$ cat config.mk
export PLATFORM = sky130hd
export DESIGN_NAME = registered_gate_cluster
export DESIGN_NICKNAME = d
export VERILOG_FILES = /design/src/rtl/registered_gate_cluster.sv
export SDC_FILE = /design/constraint.sdc
export NUM_CORES = 1
export LEC_CHECK = 0
export ABC_AREA = 1
export CAP_MARGIN = 10
export CORE_UTILIZATION = 46
export DETAILED_ROUTE_END_ITERATION = 7
export GPL_ROUTABILITY_DRIVEN = 0
export PLACE_DENSITY_LB_ADDON = 0.15
export SETUP_SLACK_MARGIN = 0.4
export SYNTH_ARGS = -nofsm -noshare
export SYNTH_HDL_FRONTEND = slang
export SYNTH_SLANG_ARGS = --single-unit
$ cat constraint.sdc
create_clock -name clk -period 2.53 [get_ports clk]
set_input_delay 0.506 -clock clk [delete_from_list [all_inputs] [get_ports clk]]
set_output_delay 0.506 -clock clk [all_outputs]
set_load 0.01 [all_outputs]
$ cat src/rtl/registered_gate_cluster.sv
// Bitwise AND / NAND / 4-input NOR gate cluster with a registered, valid-qualified
// copy of the results and a saturating count of accepted samples where the NOR fires.
module registered_gate_cluster #(
    parameter int unsigned WIDTH = 1,
    parameter int unsigned CNT_W = 8
) (
    input  logic             clk,
    input  logic             rst,
    input  logic             in_valid,
    input  logic [WIDTH-1:0] A,
    input  logic [WIDTH-1:0] B,
    input  logic [WIDTH-1:0] C,
    input  logic [WIDTH-1:0] D,
    output logic [WIDTH-1:0] Y_and,
    output logic [WIDTH-1:0] Y_nand,
    output logic [WIDTH-1:0] Y_nor_4,
    output logic             out_valid,
    output logic [WIDTH-1:0] Q_and,
    output logic [WIDTH-1:0] Q_nand,
    output logic [WIDTH-1:0] Q_nor_4,
    output logic [CNT_W-1:0] nor_hit_cnt
);

    logic [WIDTH-1:0] and_d,   and_q;
    logic [WIDTH-1:0] nand_d,  nand_q;
    logic [WIDTH-1:0] nor_d,   nor_q;
    logic             valid_d, valid_q;
    logic [CNT_W-1:0] cnt_d,   cnt_q;

    always_comb begin
        Y_and   = A & B;
        Y_nand  = ~(A & B);
        Y_nor_4 = ~(A | B | C | D);
    end

    always_comb begin
        and_d   = and_q;
        nand_d  = nand_q;
        nor_d   = nor_q;
        valid_d = in_valid;
        cnt_d   = cnt_q;
        if (in_valid) begin
            and_d  = Y_and;
            nand_d = Y_nand;
            nor_d  = Y_nor_4;
            // Counter sticks at all-ones rather than wrapping.
            if ((|Y_nor_4) && (cnt_q != '1)) begin
                cnt_d = cnt_q + 1'b1;
            end
        end
    end

    always_ff @(posedge clk) begin
        if (rst) begin
            and_q   <= '0;
            nand_q  <= '0;
            nor_q   <= '0;
            valid_q <= 1'b0;
            cnt_q   <= '0;
        end else begin
            and_q   <= and_d;
            nand_q  <= nand_d;
            nor_q   <= nor_d;
            valid_q <= valid_d;
            cnt_q   <= cnt_d;
        end
    end

    always_comb begin
        Q_and       = and_q;
        Q_nand      = nand_q;
        Q_nor_4     = nor_q;
        out_valid   = valid_q;
        nor_hit_cnt = cnt_q;
    end

endmodule

==> flow_summary.ini, run 1 <==
[power]
vdd_drop_max_uv = 269
power_density_nw_per_um2 = 421
power.leakage_nw = 0.413
power_mw = 0.397

[placed_design]
pre_cts_slack_ps = 309
placed_cell_area_sq_um = 873
io_buffers = 21
hpwl_microns = 1060

[die]
die_w_microns = 39.4
rows = 13
die_area_sq_um = 1550
io_pins = 22
initial_core_util_pct = 49.3
coreArea_sq_um = 1300
die_h_microns = 39.4

[yosys]
synth_area_leader_cell = dfxtp_1
synthFlopType = dfxtp_1
syn_avg_cell_area_sq_um = 6.90
yosys_warnings = 0
synthArstFlopShare_pct = 0
synth_area_sq_um = 642
yosysTopAreaCellShare_pct = 37.4
yosysMostFrequentCell = nand2_1
synth-edff-count = 0
yosys-top-cells-area = dfxtp_1 37%, nand2_1 13%, nor2_1 9.4%
seq_area_frac_synth_pct = 37.4
synth_fp_nets = 101
synthCells = 93
ys_ff_latch = 12
synthTopCellsByCount = 23 x nand2_1, 16 x nor2_1, 12 x dfxtp_1, 12 x inv_1, 7 x nand3_1
synth_cell_type_count = 20

[routing]
wl_microns = 1460
wl_per_cell_microns = 10.6
vias = 657
drt-initial-drc-count = 11
dr.pass1.iters = 4
vias_per_cell = 4.76
drc = 0
antenna_left = 0

[timing]
rsz0062_at_grt = false
clock_skew_ps = 3.90
finalSetupTns_ps = 0
period_share_pct = 82.4
maxSlewViolCount = 0
hold_viol_final = 0
max_freq_ghz = 0.480
slew-limit-headroom_pct = 82.1
layout_setup_ws_ps = 445
worst_pin_slew_ps = 268
period_minus_slack_ps = 2090
finalSetupViolCount = 0

[finish]
fin_area_sq_um = 945
antenna_cells = 0
nNetsFinal = 132
area_growth_pct = 47.2
drive_gt1_share_pct = 17.1

[critical_path]
crit_slowest_cell = clkdlybuf4s50_1
crit_family = buffers and inverters
required_ps = 2020
cp_num_cells = 3
reg2reg_depth = 8
start_kind = input port
crit_path_frequent_cell = clkdlybuf4s50_1
critPathMaxFanout = 2
cpPeakStageDelay_ps = 540
critPathArrivalTime_ps = 1580
path_buf_inv = 2
worstPathCellList = clkdlybuf4s50_1 > nand2_1 > clkdlybuf4s50_1
path_class = input port to output port
end_kind = output port

[clock_tree]
cts-root-buf = clkbuf_4
cts-htree-levels = 1
clkLatencyLatePin_ps = 280
path_clk_slew_ps = 80
cts_tree = yes
cts.sink_count = 12
cts_inserted_buffers = 3
clock_path_buffers = 2

[global_route]
overflow = 0
grt_first_pass_wirelength_microns = 2180
antenna_found_initial = 0
grt_max_degree = 8
grt_pass1_vias = 534
grt.total_usage_pct = 21.8

[job]
drv_cap = 0

[worst_hold_path]
whs_path_depth = 2
hp-class = flop to flop

[run_status]
status = finished, final reports clean
==> layout by cell type, fill, tap and decap left out, types with 2 or more instances in the layout <==
master           count
nor2_1              16
o21ai_1              2
clkbuf_4             3
a21oi_2              4
buf_4                6
clkdlybuf4s50_1     19
nand2_1             23
dfxtp_1             12
dlygate4sd2_1        2
xor2_1               2
inv_1               12
nand3_1              7
nand4_1              2
a21oi_1              2
nand2_4              2
==> state kept, by name, summed over array words and instances, names as in the netlist <==
name / count
out_valid: 1
Q_and: 1
Q_nor_4: 1
Q_nand: 1
nor_hit_cnt: 8
==> cell type report <==
type | count | area, sq um
Fill cell | 108 | 357
Sequential cell | 12 | 240
Tap cell | 15 | 18.8
Multi-Input combinational cell | 66 | 343
Timing Repair Buffer | 27 | 253
Clock buffer | 4 | 36.3
Inverter | 14 | 53.8
==> logic make-up after synthesis <==
family                   share of synthesized area (%)
flip-flops                                        37.4
buffers and inverters                             9.16
AO/OA/AOI/OAI                                     9.36
adder cells (fa/ha/maj)                           1.95
AND/OR/NAND/NOR                                   38.0
XOR/XNOR                                          4.09
==> final timing paths <==
kind / startpoint / to / slack (ps)
min: Q_nand$_SDFFE_PP0P_ / Q_nand$_SDFFE_PP0P_ / 470
max reg2reg: nor_hit_cnt[1]$_SDFFE_PP0P_ / nor_hit_cnt[5]$_SDFFE_PP0P_ / 1210
min reg2reg: Q_nand$_SDFFE_PP0P_ / Q_nand$_SDFFE_PP0P_ / 470
max: A / Y_nand / 440
==> where the power goes <==
part	switching [mW]	internal, mW
logic	0.0191	0.0266
clock network	0.0693	0.0875
registers	0.00223	0.193
==> per-stage QoR <==
stage | util (%) | hold WS [ps] | instances
global route | 72.6 | 490 | 138
detailed placement | 67.1 | 459 | 129
CTS | 72.6 | 472 | 138
finish | 72.6 | 467 | 138
global placement | 67.1 | 454 | 129
floorplan | - | 487 | 93
==> worst reg2reg max path, cell delays in order, from the launching register on <==
cell and delay (ps):
dfxtp_1 420, ha_1 250, nand3_2 130, clkinv_2 90, nand2_4 70, nand3_1 90, nand2_1 60, nand2_1 60
nor2_1 40
==> per-layer routing <==
layer	GRT usage [%]	wire, microns	up-vias
met4	12.9	12	0
met3	5.11	47	2
met1	25.8	730	296
li1	-	-	348
met5	0	0	-
met2	35.4	668	11
==> timing repair <==
item	in CTS	in global routing
setup buffers	5	0
endpoints found under the setup margin	2	0
hold buffers	0	0
gates resized for setup	2	0
Note: power is estimated with default switching activity, not from simulation.
==> run 2, diff against run 1 <==
CORE_UTILIZATION = 43   (was 46)
clock period = 2 ns   (was 2.53 ns; I/O delays follow)
==> run 2 against run 1 <==
  * Flip-flop and latch count unchanged
  * Worst hold slack improved by 9.4 ps
  * Total power is 26% higher
  * Global-route usage fell by 1.5 points
  * Worst setup slack got worse by 34 ps
  * Register-to-register slack got worse by 500 ps
  * Critical path depth grew 2
  * Combinational power rose by 34%
  * Design area is 5.0% higher
  * Non-clock buffer count did not move
  * Clock power increased by 24%
  * Sequential power rose by 26%
  * Highest routed layer is now met3
==> flow_summary.ini, run 2 (same netlist as run 1, synthesis figures left out) <==
[critical_path]
path_class = input port to output port
end_kind = output port
critPathMaxFanout = 2
reg2reg_depth = 7
reg2reg_to = nor_hit_cnt[3]$_SDFFE_PP0P_
critPathArrivalTime_ps = 1190
start_kind = input port
required_ps = 1600
timing.rr.start = nor_hit_cnt[0]$_SDFFE_PP0P_
r2r_slack_ps = 710

[routing]
met1_length_microns = 628
wl_per_cell_microns = 11.0
vias_per_cell = 4.72
antenna_left = 0
dr.pass1.iters = 4
drt-initial-drc-count = 9
vias = 651
routed-wl-met2_microns = 834
top_layer_used = met3
wl_microns = 1520
route.met3.wl_microns = 60
drc = 0

[global_route]
overflow = 0
grt.total_usage_pct = 20.3
grt_pass1_vias = 560
antenna_found_initial = 0
grt_max_degree = 8
grt_first_pass_wirelength_microns = 2240

[finish]
layout_common_cells = 23 x nand2_1, 14 x nor2_1, 12 x inv_1, 9 x clkdlybuf4s50_1, 8 x dfxtp_1
largest_register_ff_count = 8
final_common_cell = nand2_1
drive_gt1_share_pct = 26.0
antenna_cells = 0
fillCellCount = 109
area_growth_pct = 54.6
nNetsFinal = 132

[clock_tree]
cts-root-buf = clkbuf_4
cts.sink_count = 12
cts_inserted_buffers = 3
clock_path_buffers = 2
path_clk_slew_ps = 80
cts_hold_buf = 0
cts-htree-levels = 1
cts_tree = yes
clkLatencyLatePin_ps = 270

[placed_design]
io_buffers = 21
hpwl_microns = 1070

[worst_hold_path]
worstHoldStart = Q_nand$_SDFFE_PP0P_
hp-class = flop to flop
whs_path_depth = 2
min_to = Q_nand$_SDFFE_PP0P_

[die]
initial_core_util_pct = 47.5
rows = 13
die_area_sq_um = 1650
coreArea_sq_um = 1350
io_pins = 22
die_w_microns = 40.6
die_h_microns = 40.6

[run_status]
status = finished, final reports clean

[timing]
finalSetupTns_ps = 0
finalSetupViolCount = 0
rsz0062_at_grt = false
worst_pin_slew_ps = 192
hold_viol_final = 0
period_minus_slack_ps = 1590
period_share_pct = 79.4
max_freq_ghz = 0.629
maxSlewViolCount = 0
clock_skew_ps = 3.57
slew-limit-headroom_pct = 87.2

[power]
power.leakage_nw = 0.526
power_density_nw_per_um2 = 506
vdd_drop_max_uv = 623
power_mw = 0.502

[job]
drv_cap = 0
-- run 2: changes by cell type in the layout (fill, tap and decap cells not counted), sizes merged --
| cell | change |
|---|---|
| buf | +2 |
| clkdlybuf4s15 | +1 |
| clkdlybuf4s50 | -10 |
| dlymetal6s2s | +7 |
-- run 2: area by class of cell --
cell class	count	area [sq um]	share of cell area, %
Timing Repair Buffer	27	262	26.4
Tap cell	15	18.8	1.89
Inverter	14	56.3	5.67
Multi-Input combinational cell	66	374	37.7
Sequential cell	12	245	24.7
Clock buffer	4	36.3	3.66
-- run 2: worst max-delay path: stages --
cell	delay (ps)
clkdlybuf4s50_1	440
nor2_4	100
nand2_1	60
inv_1	60
buf_2	130
-- run 2: what timing repair did --
item                                    in CTS  in global routing
pin swaps                                    1                  2
buffers inserted                             3                  1
endpoints found under the setup margin       9                 15
gates resized for setup                     16                 16
-- run 2: how the worst max path moves through the flow --
stage | startpoint | cells after the start | endpoint
after CTS | A | 9 | nor_hit_cnt[3]$_SDFFE_PP0P_
final | C | 5 | Y_nor_4
after detailed placement | A | 4 | Y_and
after floorplan | nor_hit_cnt[1]$_SDFFE_PP0P_ | 7 | nor_hit_cnt[4]$_SDFFE_PP0P_
after global placement | B | 5 | Y_nor_4
after global routing | C | 5 | Y_nor_4
-- run 2: metrics by stage --
| step | util [%] | area, sq um | cells | hold WS [ps] | worst slack, ps |
|---|---|---|---|---|---|
| after floorplan | - | 642 | 93 | 487 | 768 |
| after CTS | 69.0 | 932 | 137 | 474 | 315 |
| final | 73.5 | 992 | 138 | 477 | 411 |
| after detailed placement | 65.2 | 881 | 130 | 462 | 4.86 |
| after global routing | 73.5 | 992 | 138 | 496 | 382 |
| after global placement | 65.2 | 881 | 130 | 452 | 25.8 |
-- run 2: per-layer routing --
metal | track usage [%] | vias up
met5 | 0 | -
met4 | 0 | 0
met3 | 5.43 | 0
met2 | 40.5 | 16
met1 | 22.2 | 286
li1 | - | 349
-- run 2: power breakdown --
part           total (mW)  internal (mW)  switching (mW)
clock               0.195          0.110          0.0847
sequential          0.246          0.244         0.00256
combinational      0.0613         0.0323          0.0290
total               0.502          0.386           0.116
==> run 3, diff against run 2 <==
clock period = 1.51 ns   (was 2 ns; I/O delays follow)
==> run 3 against run 2 <==
  * First-iteration DRC count up 33%
  * Sequential share of layout area up 0.49 points
  * Routed wire length up 20%
  * Sequential power up 30%
  * Non-clock buffer count up 9
  * Worst hold slack worse by 9.4 ps
  * Total power up 21%
  * Cell count up 6.5%
  * Register-to-register slack worse by 340 ps
  * Global-route usage up 3.0 points
  * Combinational power up 22%
  * Core utilization up 3.7 points
==> flow_summary.ini, run 3 (same netlist as run 1, synthesis figures left out) <==
[timing]
clock_skew_ps = 8.08
period_share_pct = 75.6
hold_viol_final = 0
maxSlewViolCount = 0
finalSetupViolCount = 0
period_minus_slack_ps = 1140
worst_pin_slew_ps = 182
slew-limit-headroom_pct = 87.8
hold_ws_ps = 467
max_freq_ghz = 0.876
rsz0062_at_grt = true

[finish]
nNetsFinal = 141
drive_gt1_share_pct = 53.8
area_growth_pct = 62.4
largest_register_ff_count = 8
final_common_cell = nand2_1
antenna_cells = 0
utilization_pct = 77.2
layout_common_cells = 21 x nand2_1, 15 x buf_4, 14 x buf_2, 12 x inv_1, 11 x nor2_1

[job]
drv_cap = 0

[global_route]
overflow = 0
grt.total_usage_pct = 23.3
grt_max_degree = 10
antenna_found_initial = 0
grt_first_pass_wirelength_microns = 2410
grt_pass1_vias = 619

[critical_path]
end_kind = flop
critPathMaxFanout = 5
reg2reg_to = nor_hit_cnt[3]$_SDFFE_PP0P_
required_ps = 1720
r2r_slack_ps = 370
critPathArrivalTime_ps = 1360
start_kind = flop
timing.rr.start = nor_hit_cnt[1]$_SDFFE_PP0P_
reg2reg_depth = 6
path_class = flop to flop

[die]
die_area_sq_um = 1650
coreArea_sq_um = 1350
rows = 13
die_h_microns = 40.6
io_pins = 22
initial_core_util_pct = 47.5
die_w_microns = 40.6

[power]
power.leakage_nw = 0.468
vdd_drop_max_uv = 447
combPwrFrac_pct = 12.3
power_density_nw_per_um2 = 584
p_switching_mw = 0.154
seqPwrFrac_pct = 52.6
power_mw = 0.609
p_sw_share_pct = 25.3
internal_power_mw = 0.455
pwr-share-clk_pct = 35.1

[routing]
dr.pass1.iters = 4
drc = 0
wl_per_cell_microns = 12.4
vias = 733
drt-initial-drc-count = 12
antenna_left = 0
vias_per_cell = 4.99
wl_microns = 1830

[clock_tree]
clock_path_buffers = 2
cts-htree-levels = 1
cts-root-buf = clkbuf_4
path_clk_slew_ps = 80
cts_tree = yes
cts_hold_buf = 0
clkLatencyLatePin_ps = 280
cts.sink_count = 12
cts_inserted_buffers = 3

[placed_design]
io_buffers = 21
hpwl_microns = 1130

[worst_hold_path]
min_to = Q_nor_4$_SDFFE_PP0P_
hp-class = flop to flop
worstHoldStart = Q_nor_4$_SDFFE_PP0P_
whs_path_depth = 2

[run_status]
status = finished, final reports clean
run 3: final cells by class:
type / count / area, sq um
Tap cell: 15 / 18.8
Inverter: 14 / 60.1
Clock buffer: 4 / 26.3
Multi-Input combinational cell: 66 / 442
Timing Repair Buffer: 36 / 233
Fill cell: 96 / 308
Sequential cell: 12 / 263
run 3: worst max path at each step:
stage                     cells after the start                           to  slack [ps]                   startpoint
after floorplan                               7  nor_hit_cnt[4]$_SDFFE_PP0P_         400  nor_hit_cnt[1]$_SDFFE_PP0P_
after detailed placement                      5                      Y_nor_4        -300                            B
final                                         6  nor_hit_cnt[3]$_SDFFE_PP0P_         370  nor_hit_cnt[1]$_SDFFE_PP0P_
after CTS                                     5                      Y_nor_4         320                            C
after global routing                          5  nor_hit_cnt[2]$_SDFFE_PP0P_         330  nor_hit_cnt[1]$_SDFFE_PP0P_
after global placement                        5                      Y_nor_4        -270                            B
run 3: what timing repair did:
action	4_1_cts	5_1_grt
resized for setup	87	16
setup endpoints to repair	23	13
pin swaps	9	6
buffers inserted	9	1
run 3: power groups by stage:
stage / sequential [mW] / combinational [mW] / clock, mW
global route: 0.321 / 0.0807 / 0.234
global placement: 0.333 / 0.0737 / 0
detailed placement: 0.333 / 0.0752 / 0
finish: 0.320 / 0.0748 / 0.214
floorplan: 0.336 / 0.0237 / 0
CTS: 0.321 / 0.0729 / 0.223
run 3: metal layers:
metal	share of wire [%]	wire (microns)	track usage [%]	up-vias
met3	3.6	65	5.43	4
met2	54	989	44.4	26
met5	0	0	0	-
met1	40	736	22.7	335
met4	1.9	34	12.5	0
li1	-	-	-	368
run 3: worst max-delay path, stage by stage (launching register included):
cell     delay [ps]
dfxtp_4         370
ha_4            170
nand3_4         100
nor2_4           60
nor2_4          170
nand2_1          90
a21oi_2         110
run 3: metrics by stage:
step	setup TNS [ps]	cell area, sq um	setup WS [ps]	cells
2_1_floorplan	0	659	404	93
3_3_place_gp	-1370	921	-271	133
3_5_place_dp	-1760	921	-303	133
4_1_cts	0	1020	317	146
5_1_grt	0	1040	328	147
6_report	0	1040	369	147
